File: config.mk
export PLATFORM = sky130hd
export DESIGN_NAME = sd_cmd_responder
export DESIGN_NICKNAME = d
export VERILOG_FILES = /design/src/rtl/sd_cmd_responder.sv
export SDC_FILE = /design/constraint.sdc
export NUM_CORES = 1
export LEC_CHECK = 0
export CAP_MARGIN = 0
export CORE_MARGIN = 2
export CORE_UTILIZATION = 61
export CTS_CLUSTER_DIAMETER = 150
export CTS_CLUSTER_SIZE = 40
export DETAILED_ROUTE_END_ITERATION = 7
export PLACE_DENSITY = 0.84
export SETUP_SLACK_MARGIN = 0.15
export SYNTH_ARGS = -nofsm -noshare
export SYNTH_HDL_FRONTEND = slang
export SYNTH_SLANG_ARGS = --single-unit
export TNS_END_PERCENT = 50
File: constraint.sdc
create_clock -name i_clock -period 6.2 [get_ports i_clock]
set_input_delay 0.62 -clock i_clock [delete_from_list [all_inputs] [get_ports i_clock]]
set_output_delay 0.62 -clock i_clock [all_outputs]
set_load 0.02 [all_outputs]
File: src/rtl/sd_cmd_responder.sv
// Card-side SD CMD endpoint: receives 48-bit command frames, checks
// framing and CRC7, and serialises a locally supplied 48-bit response.
module sd_cmd_responder #(
    parameter int unsigned NCR_CYCLES = 2
) (
    input  logic        i_clock,
    input  logic        i_reset_n,
    input  logic        i_sd_clk,
    input  logic        i_sd_cmd,
    output logic        o_sd_cmd,
    output logic        o_sd_cmd_oe,
    output logic        o_cmd_valid,
    output logic [5:0]  o_cmd_index,
    output logic [31:0] o_cmd_arg,
    output logic        o_cmd_crc_ok,
    input  logic        i_cmd_ack,
    input  logic        i_rsp_valid,
    input  logic        i_rsp_skip,
    input  logic [5:0]  i_rsp_index,
    input  logic [31:0] i_rsp_arg,
    output logic        o_busy
);

    localparam logic [2:0] S_IDLE  = 3'd0;
    localparam logic [2:0] S_RX    = 3'd1;
    localparam logic [2:0] S_CHECK = 3'd2;
    localparam logic [2:0] S_HOLD  = 3'd3;
    localparam logic [2:0] S_WAIT  = 3'd4;
    localparam logic [2:0] S_TX    = 3'd5;

    localparam logic [6:0] NCR_MAX = 7'(NCR_CYCLES);

    function automatic logic [6:0] crc7_step(input logic [6:0] c, input logic b);
        crc7_step = {c[5:0], 1'b0} ^ ({7{c[6] ^ b}} & 7'h09);
    endfunction

    function automatic logic [6:0] crc7_40(input logic [39:0] d);
        logic [6:0] c;
        c = '0;
        for (int i = 39; i >= 0; i--) begin
            c = crc7_step(c, d[i]);
        end
        return c;
    endfunction

    logic        sclk_s1_q, sclk_s2_q, sclk_prev_q;
    logic        cmd_s1_q, cmd_s2_q;
    logic        rise, fall;

    logic [2:0]  state_q, state_d;
    logic [47:0] rx_sr_q, rx_sr_d;
    logic [5:0]  bit_cnt_q, bit_cnt_d;
    logic [6:0]  crc_q, crc_d;
    logic [6:0]  ncr_q, ncr_d;
    logic [47:0] tx_sr_q, tx_sr_d;
    logic [5:0]  tx_cnt_q, tx_cnt_d;
    logic        sd_cmd_q, sd_cmd_d;
    logic        sd_oe_q, sd_oe_d;
    logic        valid_q, valid_d;
    logic [5:0]  idx_q, idx_d;
    logic [31:0] arg_q, arg_d;
    logic        crc_ok_q, crc_ok_d;
    logic [39:0] rsp_head;

    assign rise     = sclk_s2_q & ~sclk_prev_q;
    assign fall     = ~sclk_s2_q & sclk_prev_q;
    assign rsp_head = {2'b00, i_rsp_index, i_rsp_arg};

    always_ff @(posedge i_clock or negedge i_reset_n) begin
        if (!i_reset_n) begin
            sclk_s1_q   <= 1'b0;
            sclk_s2_q   <= 1'b0;
            sclk_prev_q <= 1'b0;
            cmd_s1_q    <= 1'b1;
            cmd_s2_q    <= 1'b1;
        end else begin
            sclk_s1_q   <= i_sd_clk;
            sclk_s2_q   <= sclk_s1_q;
            sclk_prev_q <= sclk_s2_q;
            cmd_s1_q    <= i_sd_cmd;
            cmd_s2_q    <= cmd_s1_q;
        end
    end

    always_comb begin
        state_d   = state_q;
        rx_sr_d   = rx_sr_q;
        bit_cnt_d = bit_cnt_q;
        crc_d     = crc_q;
        ncr_d     = ncr_q;
        tx_sr_d   = tx_sr_q;
        tx_cnt_d  = tx_cnt_q;
        sd_cmd_d  = sd_cmd_q;
        sd_oe_d   = sd_oe_q;
        valid_d   = valid_q;
        idx_d     = idx_q;
        arg_d     = arg_q;
        crc_ok_d  = crc_ok_q;

        if (rise && ncr_q != NCR_MAX) begin
            ncr_d = ncr_q + 7'd1;
        end

        unique case (state_q)
            S_IDLE: begin
                if (rise && !cmd_s2_q) begin
                    rx_sr_d   = '0;
                    bit_cnt_d = 6'd1;
                    crc_d     = '0;
                    state_d   = S_RX;
                end
            end
            S_RX: begin
                if (rise) begin
                    rx_sr_d   = {rx_sr_q[46:0], cmd_s2_q};
                    bit_cnt_d = bit_cnt_q + 6'd1;
                    if (bit_cnt_q < 6'd40) begin
                        crc_d = crc7_step(crc_q, cmd_s2_q);
                    end
                    if (bit_cnt_q == 6'd47) begin
                        state_d = S_CHECK;
                    end
                end
            end
            S_CHECK: begin
                ncr_d     = '0;
                bit_cnt_d = '0;
                // A frame needs start 0, transmission 1 and end 1
                if (!rx_sr_q[47] && rx_sr_q[46] && rx_sr_q[0]) begin
                    idx_d    = rx_sr_q[45:40];
                    arg_d    = rx_sr_q[39:8];
                    crc_ok_d = (crc_q == rx_sr_q[7:1]);
                    valid_d  = 1'b1;
                    state_d  = S_HOLD;
                end else begin
                    state_d = S_IDLE;
                end
            end
            S_HOLD: begin
                if (i_cmd_ack) begin
                    valid_d = 1'b0;
                    state_d = S_WAIT;
                end
            end
            S_WAIT: begin
                if (i_rsp_valid) begin
                    tx_sr_d  = {rsp_head, crc7_40(rsp_head), 1'b1};
                    tx_cnt_d = '0;
                    state_d  = S_TX;
                end else if (i_rsp_skip) begin
                    state_d = S_IDLE;
                end
            end
            S_TX: begin
                if (fall) begin
                    if (!sd_oe_q) begin
                        if (ncr_q == NCR_MAX) begin
                            sd_oe_d  = 1'b1;
                            sd_cmd_d = tx_sr_q[47];
                            tx_sr_d  = {tx_sr_q[46:0], 1'b0};
                            tx_cnt_d = 6'd1;
                        end
                    end else if (tx_cnt_q == 6'd48) begin
                        sd_oe_d  = 1'b0;
                        sd_cmd_d = 1'b1;
                        tx_cnt_d = '0;
                        state_d  = S_IDLE;
                    end else begin
                        sd_cmd_d = tx_sr_q[47];
                        tx_sr_d  = {tx_sr_q[46:0], 1'b0};
                        tx_cnt_d = tx_cnt_q + 6'd1;
                    end
                end
            end
            default: begin
                state_d = S_IDLE;
            end
        endcase
    end

    always_ff @(posedge i_clock or negedge i_reset_n) begin
        if (!i_reset_n) begin
            state_q   <= S_IDLE;
            rx_sr_q   <= '0;
            bit_cnt_q <= '0;
            crc_q     <= '0;
            ncr_q     <= '0;
            tx_sr_q   <= '0;
            tx_cnt_q  <= '0;
            sd_cmd_q  <= 1'b1;
            sd_oe_q   <= 1'b0;
            valid_q   <= 1'b0;
            idx_q     <= '0;
            arg_q     <= '0;
            crc_ok_q  <= 1'b0;
        end else begin
            state_q   <= state_d;
            rx_sr_q   <= rx_sr_d;
            bit_cnt_q <= bit_cnt_d;
            crc_q     <= crc_d;
            ncr_q     <= ncr_d;
            tx_sr_q   <= tx_sr_d;
            tx_cnt_q  <= tx_cnt_d;
            sd_cmd_q  <= sd_cmd_d;
            sd_oe_q   <= sd_oe_d;
            valid_q   <= valid_d;
            idx_q     <= idx_d;
            arg_q     <= arg_d;
            crc_ok_q  <= crc_ok_d;
        end
    end

    assign o_sd_cmd     = sd_cmd_q;
    assign o_sd_cmd_oe  = sd_oe_q;
    assign o_cmd_valid  = valid_q;
    assign o_cmd_index  = idx_q;
    assign o_cmd_arg    = arg_q;
    assign o_cmd_crc_ok = crc_ok_q;
    assign o_busy       = (state_q != S_IDLE);

endmodule

# Yosys cells after proc, flatten, opt, wreduce, memory -nomap -nowiden
# Index checks and enable logic that the tools add are counted.
word_totals:
  regBits: 172
  output_inout_bits: 43
  word_cells: 192
op_classes:
  addsub: 3
  n_reduce_logical: 24
  magnitude_cmp: 1
  eq_ne: 23
  mux: 44
  bitwise_logic: 79
ops:
  columns: ["operator", "count"]
  rows:
  - ["2-to-1 mux 48 bit", 7]
  - ["bitwise XOR 7 x 4 -> 7 bit", 36]
  - ["one-hot mux 48 bit (2 select lines)", 2]
  - ["2-to-1 mux 6 bit", 7]
  - ["2-to-1 mux 7 bit", 5]
  - ["bitwise XOR 1 bit", 35]
  - ["2-to-1 mux 3 bit", 9]
  - ["inequality test 2 bit, second input constant", 10]
  - ["one-hot mux 3 bit (6 select lines)", 1]
  - ["one-hot mux 6 bit (3 select lines)", 1]
  - ["one-hot mux 7 bit (2 select lines)", 1]
  - ["adder 6 x 1 -> 6 bit, second input constant", 2]
  - ["== test 6 bit, second input constant", 2]
  - ["one-hot mux 6 bit (2 select lines)", 1]
  - ["AND reduction 3 bit", 4]
  - ["nonzero test 2 bit", 5]
  - ["inequality test 3 bit, second input constant", 3]
  - ["2-to-1 mux 1 bit", 8]
  - ["AND reduction 4 bit", 2]
  - ["AND reduction 8 bit", 1]
  - ["adder 7 x 1 -> 7 bit, second input constant", 1]
  - ["== test 7 x 2 -> 1 bit, second input constant", 1]
  - ["== test 7 bit", 1]
  - ["inequality test 7 x 2 -> 1 bit, second input constant", 1]
  - ["17 further kinds", 28]

# Depth between registers and ports, before layout
logic_depth:
  depth_word: 73
  mapped_depth: 10
  depth_no_buf: 9

# Least setup slack after synthesis
# No wires, ideal clock.
synth_timing:
  path_type: "in2reg"
  from: "input i_rsp_arg[21]"
  to: "register tx_sr_q[6]"
  setup_time_ns: 0.130
  t_arrival_ns: 2.507
  path_stages: 7
  required_time_ns: 6.070
  slack_ns: 3.563
  cell_sequence: "xnor3_1 -> xnor3_2 -> xnor3_1 -> xnor3_2 -> xor2_1 -> mux2i_1 -> o21ai_1"
synth_between:
  elab_chain_len: 29
synth_lines:
  columns: ["item", "line", "source"]
  rows:
  - ["start, declared", "20", "input logic [31:0] i_rsp_arg,"]
  - ["bitwise XOR 1 bit *", "34", "crc7_step = {c[5:0], 1'b0} ^ ({7{c[6] ^ b}} & 7'h09);"]
  - ["bitwise XOR 7 x 4 -> 7 bit * (4 in a row)", "34", null]
  - ["bitwise XOR 1 bit / bitwise XOR 7 x 4 -> 7 bit (equally long branches)", "34", null]
  - ["bitwise XOR 7 x 4 -> 7 bit * (4 in a row)", "34", null]
  - ["bitwise XOR 1 bit / bitwise XOR 7 x 4 -> 7 bit (equally long branches)", "34", null]
  - ["bitwise XOR 7 x 4 -> 7 bit * (4 in a row)", "34", null]
  - ["bitwise XOR 1 bit / bitwise XOR 7 x 4 -> 7 bit (equally long branches)", "34", null]
  - ["bitwise XOR 7 x 4 -> 7 bit * (4 in a row)", "34", null]
  - ["bitwise XOR 1 bit / bitwise XOR 7 x 4 -> 7 bit (equally long branches)", "34", null]
  - ["bitwise XOR 7 x 4 -> 7 bit * (6 in a row)", "34", null]
  - ["2-to-1 mux 48 bit *", "146", "if (i_rsp_valid) begin"]
  - ["one-hot mux 48 bit (2 select lines) *", "104", "unique case (state_q)"]
  - ["end signal, assigned", "202", "tx_sr_q <= tx_sr_d;"]
  - ["end, declared", "55", "logic [47:0] tx_sr_q, tx_sr_d;"]
# Mark *: on every way between the ends. The rest lies on a longest branch, timed or not. The select of a mux whose other input is x is not followed.
# A chain may end at the register's enable or synchronous reset.

# Final worst setup path
layout_timing:
  from: "register state_q[0]"
  to: "register crc_ok_q (netlist: o_cmd_crc_ok)"
layout_between:
  elab_chain_len: 2
layout_lines:
  columns: ["item", "line", "source"]
  rows:
  - ["start, declared", "50", "logic [2:0] state_q, state_d;"]
  - ["start signal, assigned", "197", "state_q <= state_d;"]
  - ["== test 3 x 2 -> 1 bit", "104", null]
  - ["AND reduction 2 bit (no line)", null, null]
  - ["end signal, assigned", "209", "crc_ok_q <= crc_ok_d;"]
  - ["end, declared", "62", "logic crc_ok_q, crc_ok_d;"]
# No other way between the ends.

==> impl_metrics.ini <==
[setup_path]
crit_type = reg -> reg
cp_max_fo = 42
worst_ep_required_time_ns = 6.55
critPathCaptureType = register
worstSetupStartpointType = register
critical_path.startpoint = state_q[0]$_DFFE_PN0P_
worst_r2r_endpoint = o_cmd_crc_ok$_DFFE_PN0P_
rrSetupSlack_ns = 3.14
r2r-start = state_q[0]$_DFFE_PN0P_
r2r_cells = 4
worstPathArrival_ns = 3.41

[yosys]
synth_area_per_cell_um2 = 10.6
ys_async_sr_fraction = 1.00
synth_nets = 823
synth_area_mm2 = 0.00818
synth_edf_count = 0
synth-main-ff-cell = dfrtp_1
ys_seq_area_frac = 0.527
ys_seq_elements = 172
synthDistinctLibCells = 48
ys_warn_count = 0
synth_cells = 773

[final_layout]
fin_area_mm2 = 0.00977
multiInputGateArea_mm2 = 0.00371
regArea_mm2 = 0.00431
mostFrequentLayoutCells = nand2_1, dfrtp_1, clkdlybuf4s50_1, o21ai_0, nand3_1
fillers = 887
layout-drive-gt1-share = 0.105
synthToLayoutAreaGrowth_pct = 19.5
final_common_cell = nand2_1
antenna_cells = 0
finalNetCount = 890
utilization = 0.741

[clocking]
numCtsBuffers = 17
cts_hold_buf = 0
post_cts_buffers = 0
cts-root-buf = clkbuf_16
cts_tree = built
cts_resized = 0
cts_htree_levels = 4
cts_sinks = 172
clock_latency_ns = 0.42
clockBufferDepth = 2
clk_pin_slew_ns = 0.06

[power_and_ir_drop]
p_switching_mw = 1.14
leakagePower_nw = 4.64
p_comb_frac = 0.286
intPower_mw = 2.43
max-vdd-ir-drop_uv = 209
p_clk_frac = 0.308
swShare = 0.319
p_seq_frac = 0.406
cellPowerDensity_mw_per_mm2 = 366

[routing]
vias_per_cell = 5.68
drt_iter0_markers = 516
first_pass_iters = 5
routed_wl_mm = 16.9
route.detailed.drc = 0
wl_per_cell_um = 16.4
antenna_left = 0
vias = 5834

[die]
core_mm2 = 0.0132
fp.dieH_um = 120
placementRows = 42
fp.dieArea_mm2 = 0.0143
ioPinCount = 88
start_util = 0.620
die_w_um = 120

[outcome]
status = finished, final reports clean

[sta]
min_period_ns = 3.06
setup_viol = 0
max_clock_freq_mhz = 327
hold_viol = 0
hold-worst-slack_ns = 0.344
fin_crit_sh = 0.494
tns_ns = 0
grt_setup_unrepaired = false
final_max_slew_viol_count = 0
relSlewSlack = 0.239
skew_ns = 0.00727
worst_pin_slew_ns = 1.14

[grt]
antenna_found_initial = 0
grt_util_all_layers = 0.251
grt_overflow = 0
grt_pass1_wl_mm = 28.6
grt_max_degree = 112
grt_pass1_vias = 5861

[worst_hold_path]
min_path_type = in -> async

[placement]
io_buffer_count = 87
finalWeightedCongestion = 0.852
dp_hpwl_mm = 10.9
placed_area_mm2 = 0.00916

[job]
cap_viol_max_count = 0
==> routing by layer <==
layer / track usage / up-vias / wire length [µm]
li1: - / 2756 / -
met1: 0.345 / 2908 / 7570
met2: 0.411 / 148 / 8380
met3: 0.0413 / 22 / 633
met4: 0.0860 / 0 / 269
met5: 0 / - / 0
==> how the worst max path moves through the flow <==
stage | slack (ns) | cells past startpoint | endpoint
finish | 3.14 | 4 | o_cmd_crc_ok$_DFFE_PN0P_
global route | 2.72 | 4 | o_cmd_crc_ok$_DFFE_PN0P_
CTS | 3.13 | 4 | o_cmd_crc_ok$_DFFE_PN0P_
detailed placement | 2.79 | 8 | tx_sr_q[2]$_DFFE_PN0P_
global placement | 2.86 | 8 | tx_sr_q[6]$_DFFE_PN0P_
floorplan | 3.56 | 7 | tx_sr_q[6]$_DFFE_PN0P_
==> power groups by stage <==
stage	clock network [mW]	logic, mW	registers [mW]
floorplan	0	0.808	1.41
global placement	0	0.958	1.45
detailed placement	0	1.02	1.46
CTS	1.11	1.02	1.45
global route	1.16	1.13	1.48
finish	1.10	1.02	1.45
==> through the flow <==
stage | setup slack, ns | cells | power (mW)
floorplan | 3.56 | 773 | 2.22
global placement | 2.86 | 997 | 2.41
detailed placement | 2.79 | 997 | 2.48
CTS | 3.13 | 1027 | 3.58
global route | 2.72 | 1027 | 3.76
finish | 3.14 | 1027 | 3.58
==> worst max-delay path, cell delays in order, from the launching register on <==
cell	delay, ns
dfrtp_1	0.58
nor3b_1	0.83
nand2b_2	0.82
nor4_1	0.53
a32o_1	0.22
==> logic make-up after synthesis <==
logic type      share of synthesized area
simple gates                        0.159
mux                                 0.104
flops                               0.527
buf+inv                            0.0220
fa+ha+maj                         0.00765
xor+xnor                            0.116
compound gates                     0.0646
==> flip-flops by register name, summed over array words and instances, names as in the netlist, 3 cells and up <==
register     flops
tx_sr_q         48
ncr_q            7
rx_sr_q         48
state_q          3
o_cmd_arg       32
o_cmd_index      6
crc_q            7
bit_cnt_q        6
tx_cnt_q         6
==> cells in the mapped netlist, types with 2 or more instances <==
| library cell | n | area [µm²] |
|---|---|---|
| xor2_1 | 21 | 184 |
| dfrtp_1 | 169 | 4230 |
| nor3_1 | 5 | 25.0 |
| nand4_1 | 6 | 37.5 |
| nor2b_1 | 7 | 43.8 |
| nand2b_1 | 4 | 25.0 |
| xnor2_2 | 3 | 48.8 |
| o31ai_1 | 3 | 22.5 |
| nor3b_1 | 2 | 15.0 |
| and2_1 | 4 | 25.0 |
| a21o_1 | 2 | 15.0 |
| nand3b_1 | 2 | 15.0 |
| xnor3_1 | 15 | 338 |
| nand2_1 | 179 | 672 |
| ha_1 | 5 | 62.6 |
| and3_1 | 4 | 25.0 |
| o21ai_1 | 2 | 10.0 |
| xnor3_2 | 2 | 47.6 |
| xnor2_1 | 33 | 289 |
| clkbuf_1 | 39 | 146 |
| buf_1 | 3 | 11.3 |
| a31oi_1 | 4 | 25.0 |
| mux2i_1 | 41 | 410 |
| a211oi_1 | 3 | 22.5 |
| nor2_1 | 23 | 86.3 |
| o21ai_0 | 63 | 315 |
| a21oi_1 | 8 | 40.0 |
| inv_1 | 6 | 22.5 |
| dfstp_2 | 3 | 78.8 |
| o22a_1 | 2 | 17.5 |
| nor4_1 | 2 | 12.5 |
| mux2_2 | 39 | 439 |
| nand3_1 | 54 | 270 |
==> final cells by class <==
| type | count | area share |
|---|---|---|
| Sequential cell | 172 | 0.441 |
| Clock inverter | 9 | 0.0137 |
| Clock buffer | 21 | 0.0492 |
| Inverter | 6 | 0.00231 |
| Timing Repair Buffer | 90 | 0.0916 |
| Multi-Input combinational cell | 553 | 0.380 |
| Tap cell | 176 | 0.0225 |
Power figures use the tool's default switching activity.
